===== src/rtl/alu_sequencer.sv =====
// alu_sequencer: initiator side of a combinational ALU. It owns an 8x32
// register file with a hardwired-zero r0. It accepts one command at a time
// over a valid/ready channel, drives the ALU for exactly one cycle, writes the
// result back and returns the result and flags over a valid/ready response.
module alu_sequencer #(
    parameter int NREGS = 8,
    parameter int WIDTH = 32
) (
    input  logic             clk,
    input  logic             reset,
    input  logic             cmd_valid,
    output logic             cmd_ready,
    input  logic [2:0]       cmd_op,
    input  logic [2:0]       cmd_rd,
    input  logic [2:0]       cmd_rs,
    input  logic [2:0]       cmd_rt,
    input  logic             ld_en,
    input  logic [2:0]       ld_addr,
    input  logic [WIDTH-1:0] ld_data,
    output logic [WIDTH-1:0] alu_operand0,
    output logic [WIDTH-1:0] alu_operand1,
    output logic [2:0]       alu_control,
    input  logic [WIDTH-1:0] alu_result,
    input  logic             alu_Z,
    input  logic             alu_V,
    input  logic             alu_C,
    input  logic             alu_N,
    output logic             rsp_valid,
    input  logic             rsp_ready,
    output logic [WIDTH-1:0] rsp_result,
    output logic [3:0]       rsp_flags,
    output logic             busy
);

    typedef enum logic [2:0] {
        OP_NOP = 3'd0,
        OP_ADD = 3'd1,
        OP_SUB = 3'd2,
        OP_AND = 3'd3,
        OP_OR  = 3'd4,
        OP_XOR = 3'd5,
        OP_SLT = 3'd6,
        OP_SLL = 3'd7
    } op_e;

    typedef enum logic [1:0] {
        IDLE = 2'd0,
        EXEC = 2'd1,
        RESP = 2'd2
    } state_e;

    state_e           state_q, state_d;
    logic [WIDTH-1:0] rf [NREGS];
    op_e              op_q;
    logic [2:0]       rd_q;
    logic [WIDTH-1:0] opa_q, opb_q;
    logic [3:0]       flags_q;
    logic             accept;
    logic             exec_wb;

    // Reset dominates in every register below, so acceptance need not look at it.
    assign accept  = (state_q == IDLE) && cmd_valid;
    // NOP produces nothing to store, and r0 is hardwired to zero.
    assign exec_wb = (state_q == EXEC) && (op_q != OP_NOP) && (rd_q != 3'd0);
    assign busy    = (state_q != IDLE);

    // State register.
    // NOTE: clocked state uses non-blocking assignments so every register
    // samples pre-edge values regardless of the order blocks are evaluated.
    always_ff @(posedge clk or posedge reset) begin
        if (reset) state_q <= IDLE;
        else       state_q <= state_d;
    end

    // Next state, handshake outputs and the ALU drive (operands only in EXEC).
    // NOTE: every output gets a default first, so no path leaves one
    // unassigned and no latch is inferred.
    always_comb begin
        state_d      = state_q;
        cmd_ready    = 1'b0;
        rsp_valid    = 1'b0;
        alu_operand0 = '0;
        alu_operand1 = '0;
        alu_control  = OP_NOP;
        case (state_q)
            IDLE: begin
                cmd_ready = !reset;
                if (cmd_valid && !reset) state_d = EXEC;
            end
            EXEC: begin
                alu_operand0 = opa_q;
                alu_operand1 = opb_q;
                alu_control  = op_q;
                state_d      = RESP;
            end
            RESP: begin
                rsp_valid = 1'b1;
                if (rsp_ready) state_d = IDLE;
            end
            default: state_d = IDLE;
        endcase
    end

    // Latch the accepted command, reading the register file as it stood before the edge.
    always_ff @(posedge clk or posedge reset) begin
        if (reset) begin
            op_q  <= OP_NOP;
            rd_q  <= '0;
            opa_q <= '0;
            opb_q <= '0;
        end else if (accept) begin
            op_q  <= op_e'(cmd_op);
            rd_q  <= cmd_rd;
            opa_q <= rf[cmd_rs];
            opb_q <= rf[cmd_rt];
        end
    end

    // Capture the response at the end of EXEC; only ADD/SUB update the flag register.
    always_ff @(posedge clk or posedge reset) begin
        if (reset) begin
            rsp_result <= '0;
            rsp_flags  <= '0;
            flags_q    <= '0;
        end else if (state_q == EXEC) begin
            if (op_q == OP_NOP) begin
                rsp_result <= '0;
                rsp_flags  <= flags_q;
            end else begin
                rsp_result <= alu_result;
                rsp_flags  <= {alu_Z, alu_V, alu_C, alu_N};
            end
            if (op_q == OP_ADD || op_q == OP_SUB)
                flags_q <= {alu_Z, alu_V, alu_C, alu_N};
        end
    end

    // Register file: direct load port plus ALU write-back; r0 is never written.
    // NOTE: the array is deliberately on the async reset, because the block
    // must leave reset with every register at zero. That choice keeps it in
    // flops rather than a RAM macro.
    always_ff @(posedge clk or posedge reset) begin
        if (reset) begin
            for (int i = 0; i < NREGS; i++) rf[i] <= '0;
        end else begin
            if (ld_en && ld_addr != 3'd0) rf[ld_addr] <= ld_data;
            // Placed after the load, so the ALU write-back wins an address collision.
            if (exec_wb) rf[rd_q] <= alu_result;
        end
    end

endmodule

===== config.mk =====
export PLATFORM = sky130hd
export DESIGN_NAME = alu_sequencer
export DESIGN_NICKNAME = d
export VERILOG_FILES = /design/src/rtl/alu_sequencer.sv
export SDC_FILE = /design/constraint.sdc
export NUM_CORES = 1
export LEC_CHECK = 0
export ABC_AREA = 1
export BUFFER_PORTS_ARGS = -buffer_cell sky130_fd_sc_hd__buf_2
export CORE_MARGIN = 1.5
export CORE_UTILIZATION = 35
export CTS_CLUSTER_DIAMETER = 60
export DETAILED_ROUTE_END_ITERATION = 16
export RECOVER_POWER = 100
export SLEW_MARGIN = 20
export SYNTH_ARGS = -nofsm -noshare
export SYNTH_HDL_FRONTEND = slang
export SYNTH_SLANG_ARGS = --single-unit

===== constraint.sdc =====
create_clock -name clk -period 11.5 [get_ports clk]
set_input_delay 1.725 -clock clk [delete_from_list [all_inputs] [get_ports clk]]
set_output_delay 1.725 -clock clk [all_outputs]
set_load 0.05 [all_outputs]

* Yosys cells after proc, flatten, opt, wreduce, memory -nomap -nowiden *
Index checks and enable logic that the tools add are counted.

operators by class
  magnitude comparators = 6
  equal/unequal tests = 6
  multiplexer cells = 24
  bitwise logic cells = 4
  reductions and logical operators = 17

operators with widths
  cell                number
  $bwmux 256          2
  $mux 256            2
  $mux 32             9
  $bmux 32 s3         2
  $demux 32 s3        2
  $ge 4x4->1 const B  4
  $not 3->4           4
  $reduce_bool 3->1   3
  $lt 4x1->1 const B  2
  $logic_and 1x1->1   7
  $pmux 2 s3          1
  $mux 2              2
  $mux 4              1
  $reduce_and 2->1    2
  $eq 3x1->1 const B  1
  $eq 3x2->1 const B  1
  $logic_not 3->1     1
  $mux 3              1
  $eq 2x1->1 const B  1
  $eq 2x2->1 const B  1
  $logic_not 2->1     1
  $mux 1              2
  $ne 2x1->1 const B  1
  $ne 2x2->1 const B  1
  other kinds (3)     3

word-level totals
  register bits = 368
  bits of input ports = 88
  output and inout bits = 106
  word-level logic and storage cells = 73

* Longest topological paths before layout *
  word-level depth = 9
  gate-level depth with buffers = 9
  mapped depth without buffers = 8

* Least setup slack after synthesis *
No wires, ideal clock.

  path kind = input to output
  start = input reset
  end = output cmd_ready
  arrival time = 2379 ps
  data required time = 9775 ps
  slack = 7396 ps
  stages = 1
  path buffers = 0
  path through = nor2_1

on the way
  cells in the longest elaborated chain, start to end = 2

RTL lines
  item                              RTL line  text
  start: declaration                10        input logic reset,
  $logic_not 1->1 (no source line)  --
  $mux 1                            85        case (state_q)
  end: declaration                  12        output logic cmd_ready,

No other way between the ends.

* Worst setup path in the final report *
  start = input cmd_valid
  end = register opa_q[27]

on the way
  cells in the longest elaborated chain, start to end = 1

RTL lines
  item                    RTL line  text
  start: declaration      11        input logic cmd_valid,
  $logic_and 1x1->1       62        assign accept = (state_q == IDLE) && cmd_valid;
  end signal: assignment  114       opa_q <= rf[cmd_rs];
  end: declaration        56        logic [WIDTH-1:0] opa_q, opb_q;

No other way between the ends.
A chain may end at the register's enable or synchronous reset.

==> PnR_summary.wiki <==
{| class="wikitable"
! Metric !! Value
|-
| Outcome || finished, violations left
|-
| Violations in the final reports || capacitance limit, slew limit
|-
| Cell count after synthesis || 3215
|-
| Relative slew slack || -160%
|-
| Via total after detailed routing || 20.5k
|-
| Highest Clock Rate || 143 MHz
|-
| Met3 Wirelength || 5890 um
|-
| Initial Utilization || 35.2%
|-
| Routed wl met2 || 32100 um
|-
| Max-cap viol count || 5
|-
| Share of synthesized area spent on multiplexers || 0%
|-
| Highest-count cells in the layout ignoring fill and taps || sky130_fd_sc_hd__nand2_1 (1146), sky130_fd_sc_hd__o21ai_0 (463), sky130_fd_sc_hd__nand3_1 (448), sky130_fd_sc_hd__inv_1 (399), sky130_fd_sc_hd__dfrtp_1 (368)
|-
| Post-Synth Adder-Cell Area || 0%
|-
| Pwr/cell area || 203 nW/um2
|-
| Netlist Area Pre-Place || 21700 um2
|-
| Post-detailed-routing wire length || 73300 um
|-
| Final total negative setup slack || 0 ps
|-
| Remaining antenna violation count after routing || 0
|-
| Area of placed instances || 22600 um2
|-
| Clock tree from TritonCTS || yes
|-
| Initial DRC Count || 1861
|-
| Detailed-router iteration count before antenna repair || 6
|-
| Distinct cell type count of the synthesized netlist || 24
|-
| Crit path capture type || flop
|-
| RD Place Congestion || 0.788
|-
| Core area || 61500 um2
|-
| Tot GR Track Use || 23.0%
|-
| Detailed-routing wirelength on met1 || 33600 um
|-
| Overall die width || 252 um
|-
| Path category of the worst min-delay check || flop to flop
|-
| Final Hold Vio Count || 0
|-
| CTS buffer count || 49
|-
| Final design instance area without fill || 23900 um2
|-
| Area fraction in compound gates after synthesis || 12.0%
|-
| Parity-gate share of the synthesized area counting xor and xnor cells || 0%
|-
| Routed vias/inst || 5.03
|-
| Clock tree buffer depth || 3
|-
| Fin worst setup slack || 4500 ps
|-
| Lkg Pwr || 12.7 nW
|-
| Post-route clock period utilization || 60.9%
|-
| Number of cells in the finished layout apart from fillers || 4070
|-
| Critical path class || input pin to flop
|-
| Fin. max-slew vios || 279
|-
| Proportion of layout cells with a drive suffix above 1 || 6.71%
|-
| Syn-to-layout area delta || 10.4%
|-
| Setup slack at placement || 6940 ps
|-
| First-pass GRT wire length || 113000 um
|-
| Clock Sink Count || 368
|-
| GRT overflow || 0
|-
| Leading cell type in the layout, fill and taps excluded || sky130_fd_sc_hd__nand2_1
|-
| Count of standard-cell rows || 91
|-
| Post-layout util || 38.9%
|-
| Post-cts resize count || 0
|-
| Yosys reg bits || 368
|-
| HPWL Detailed || 39200 um
|-
| I/O pins || 194
|-
| Chip Height || 252 um
|-
| Clock tree root buffer cell || sky130_fd_sc_hd__clkbuf_16
|-
| DRC errors left || 0
|-
| Post-Syn Nets || 3303
|-
| RSZ-0062 raised after global routing || false
|-
| Clock slew seen by the registers of the worst setup and hold paths || 60 ps
|-
| Number of global-route vias before repair || 18.9k
|-
| Register area share after synthesis || 42.5%
|-
| Peak supply drop || 0.113 mV
|-
| Final net count || 3327
|-
| Number of placed instances, taps included || 3978
|-
| Worst setup skew after layout || 29.1 ps
|-
| Cts-stage hold buffer count || 0
|-
| Final critical delay including setup and external delays || 7000 ps
|-
| Initial antenna violation count || 3
|-
| Maximum fanout count along the critical path || 67
|-
| Largest family of logic cells by synthesized area || simple AND/OR/NAND/NOR gates
|-
| Average detailed-routed wire length per instance || 18.0 um
|-
| Filler cell count in the final layout || 6769
|-
| Final count of negative-setup-slack endpoints || 0
|-
| Setup bufs post-CTS || 0
|-
| Arrival time at the worst endpoint || 7480 ps
|-
| Clock Latency Late Sink || 600 ps
|-
| Area fraction in and, or, nand and nor cells after synthesis || 32.6%
|-
| Number of buffer cells added on primary ports || 193
|-
| Largest net degree at the start of global routing || 174
|-
| Highest routing layer actually used || met5
|-
| Per-instance average area after synthesis || 6.74 um2
|-
| Crit path launch type || input pin
|-
| Total Die Area || 63400 um2
|-
| Data required time of the worst path || 11980 ps
|-
| Transition time of the tightest slew-check pin || 3900 ps
|-
| Yosys synthesis warning count || 0
|-
| Maximum level of the CTS H-tree || 2
|}
-- worst paths after layout --
check	endpoint	slack [ps]	cells after the start	start
setup / recovery	opa_q[27]	4500	7	cmd_valid
hold / removal	rf[246]	370	0	rf[246]
setup reg to reg	rf[55]	4960	7	state_q[0]
hold reg to reg	rf[246]	370	0	rf[246]
max in group asynchronous	rf[46]	5400	5	reset
min in group asynchronous	state_q[0]	2700	3	reset
-- layout make-up --
| type | count | area, um2 | share of cell area (%) |
|---|---|---|---|
| sequential | 368 | 9210 | 38.5 |
| tap | 790 | 988 | 4.13 |
| clock inverter | 25 | 200 | 0.837 |
| inverter | 411 | 1570 | 6.57 |
| timing repair buffer | 214 | 996 | 4.16 |
| clock buffer | 65 | 1400 | 5.85 |
| multi-input combinational | 2195 | 9560 | 40.0 |
| antenna | 2 | 5.00 | 0.0209 |
-- cells in the mapped netlist (all sizes together) --
cell    instances  area (um2)
inv           411        1550
a21oi           4        20.0
nand2        1163        4470
dfrtp         368        9210
clkbuf         78         294
buf           163         946
nand3         448        2240
o21ai         493        2570
o211ai          1        7.51
nor2           84         345
nor3            1        5.00
or2             1        6.26
-- kinds of logic after synthesis --
| logic type | count (synthesis) |
|---|---|
| simple gates | 1697 |
| compound gates | 498 |
| buf+inv | 652 |
| flops | 368 |
-- report_power, final --
group,total [mW],switching (mW),internal (mW)
clock,1.53,0.644,0.885
combinational,1.46,1.02,0.441
sequential,1.86,0.193,1.67
total,4.85,1.85,2.99
-- layer usage --
layer | vias to the layer above | track usage, %
met5 | - | 0
met4 | 2 | 7.01
met3 | 117 | 3.70
met2 | 764 | 35.8
met1 | 9501 | 32.8
li1 | 10100 | -
-- flip-flops by register name, indices dropped and copies added, names as in the netlist --
register,cells
rf,256
opa_q,32
opb_q,32
rsp_result,32
flags_q,4
rsp_flags,4
op_q,3
rd_q,3
state_q,2
-- through the flow --
| step | total power, mW | hold WS [ps] |
|---|---|---|
| 4_1_cts | 4.93 | 378 |
| 3_3_place_gp | 3.36 | 365 |
| 2_1_floorplan | 3.04 | 429 |
| 3_5_place_dp | 3.38 | 366 |
| 5_1_grt | 5.19 | 383 |
| 6_report | 4.85 | 375 |
-- critical path, cell delays in order --
cell and delay, ps:
sky130_fd_sc_hd__buf_2 100, sky130_fd_sc_hd__nand2_2 50, sky130_fd_sc_hd__clkbuf_1 2680, sky130_fd_sc_hd__inv_1 1760, sky130_fd_sc_hd__buf_4 720, sky130_fd_sc_hd__nand3_1 300, sky130_fd_sc_hd__nand2_1 80
Note: power is estimated with default switching activity, not from simulation.
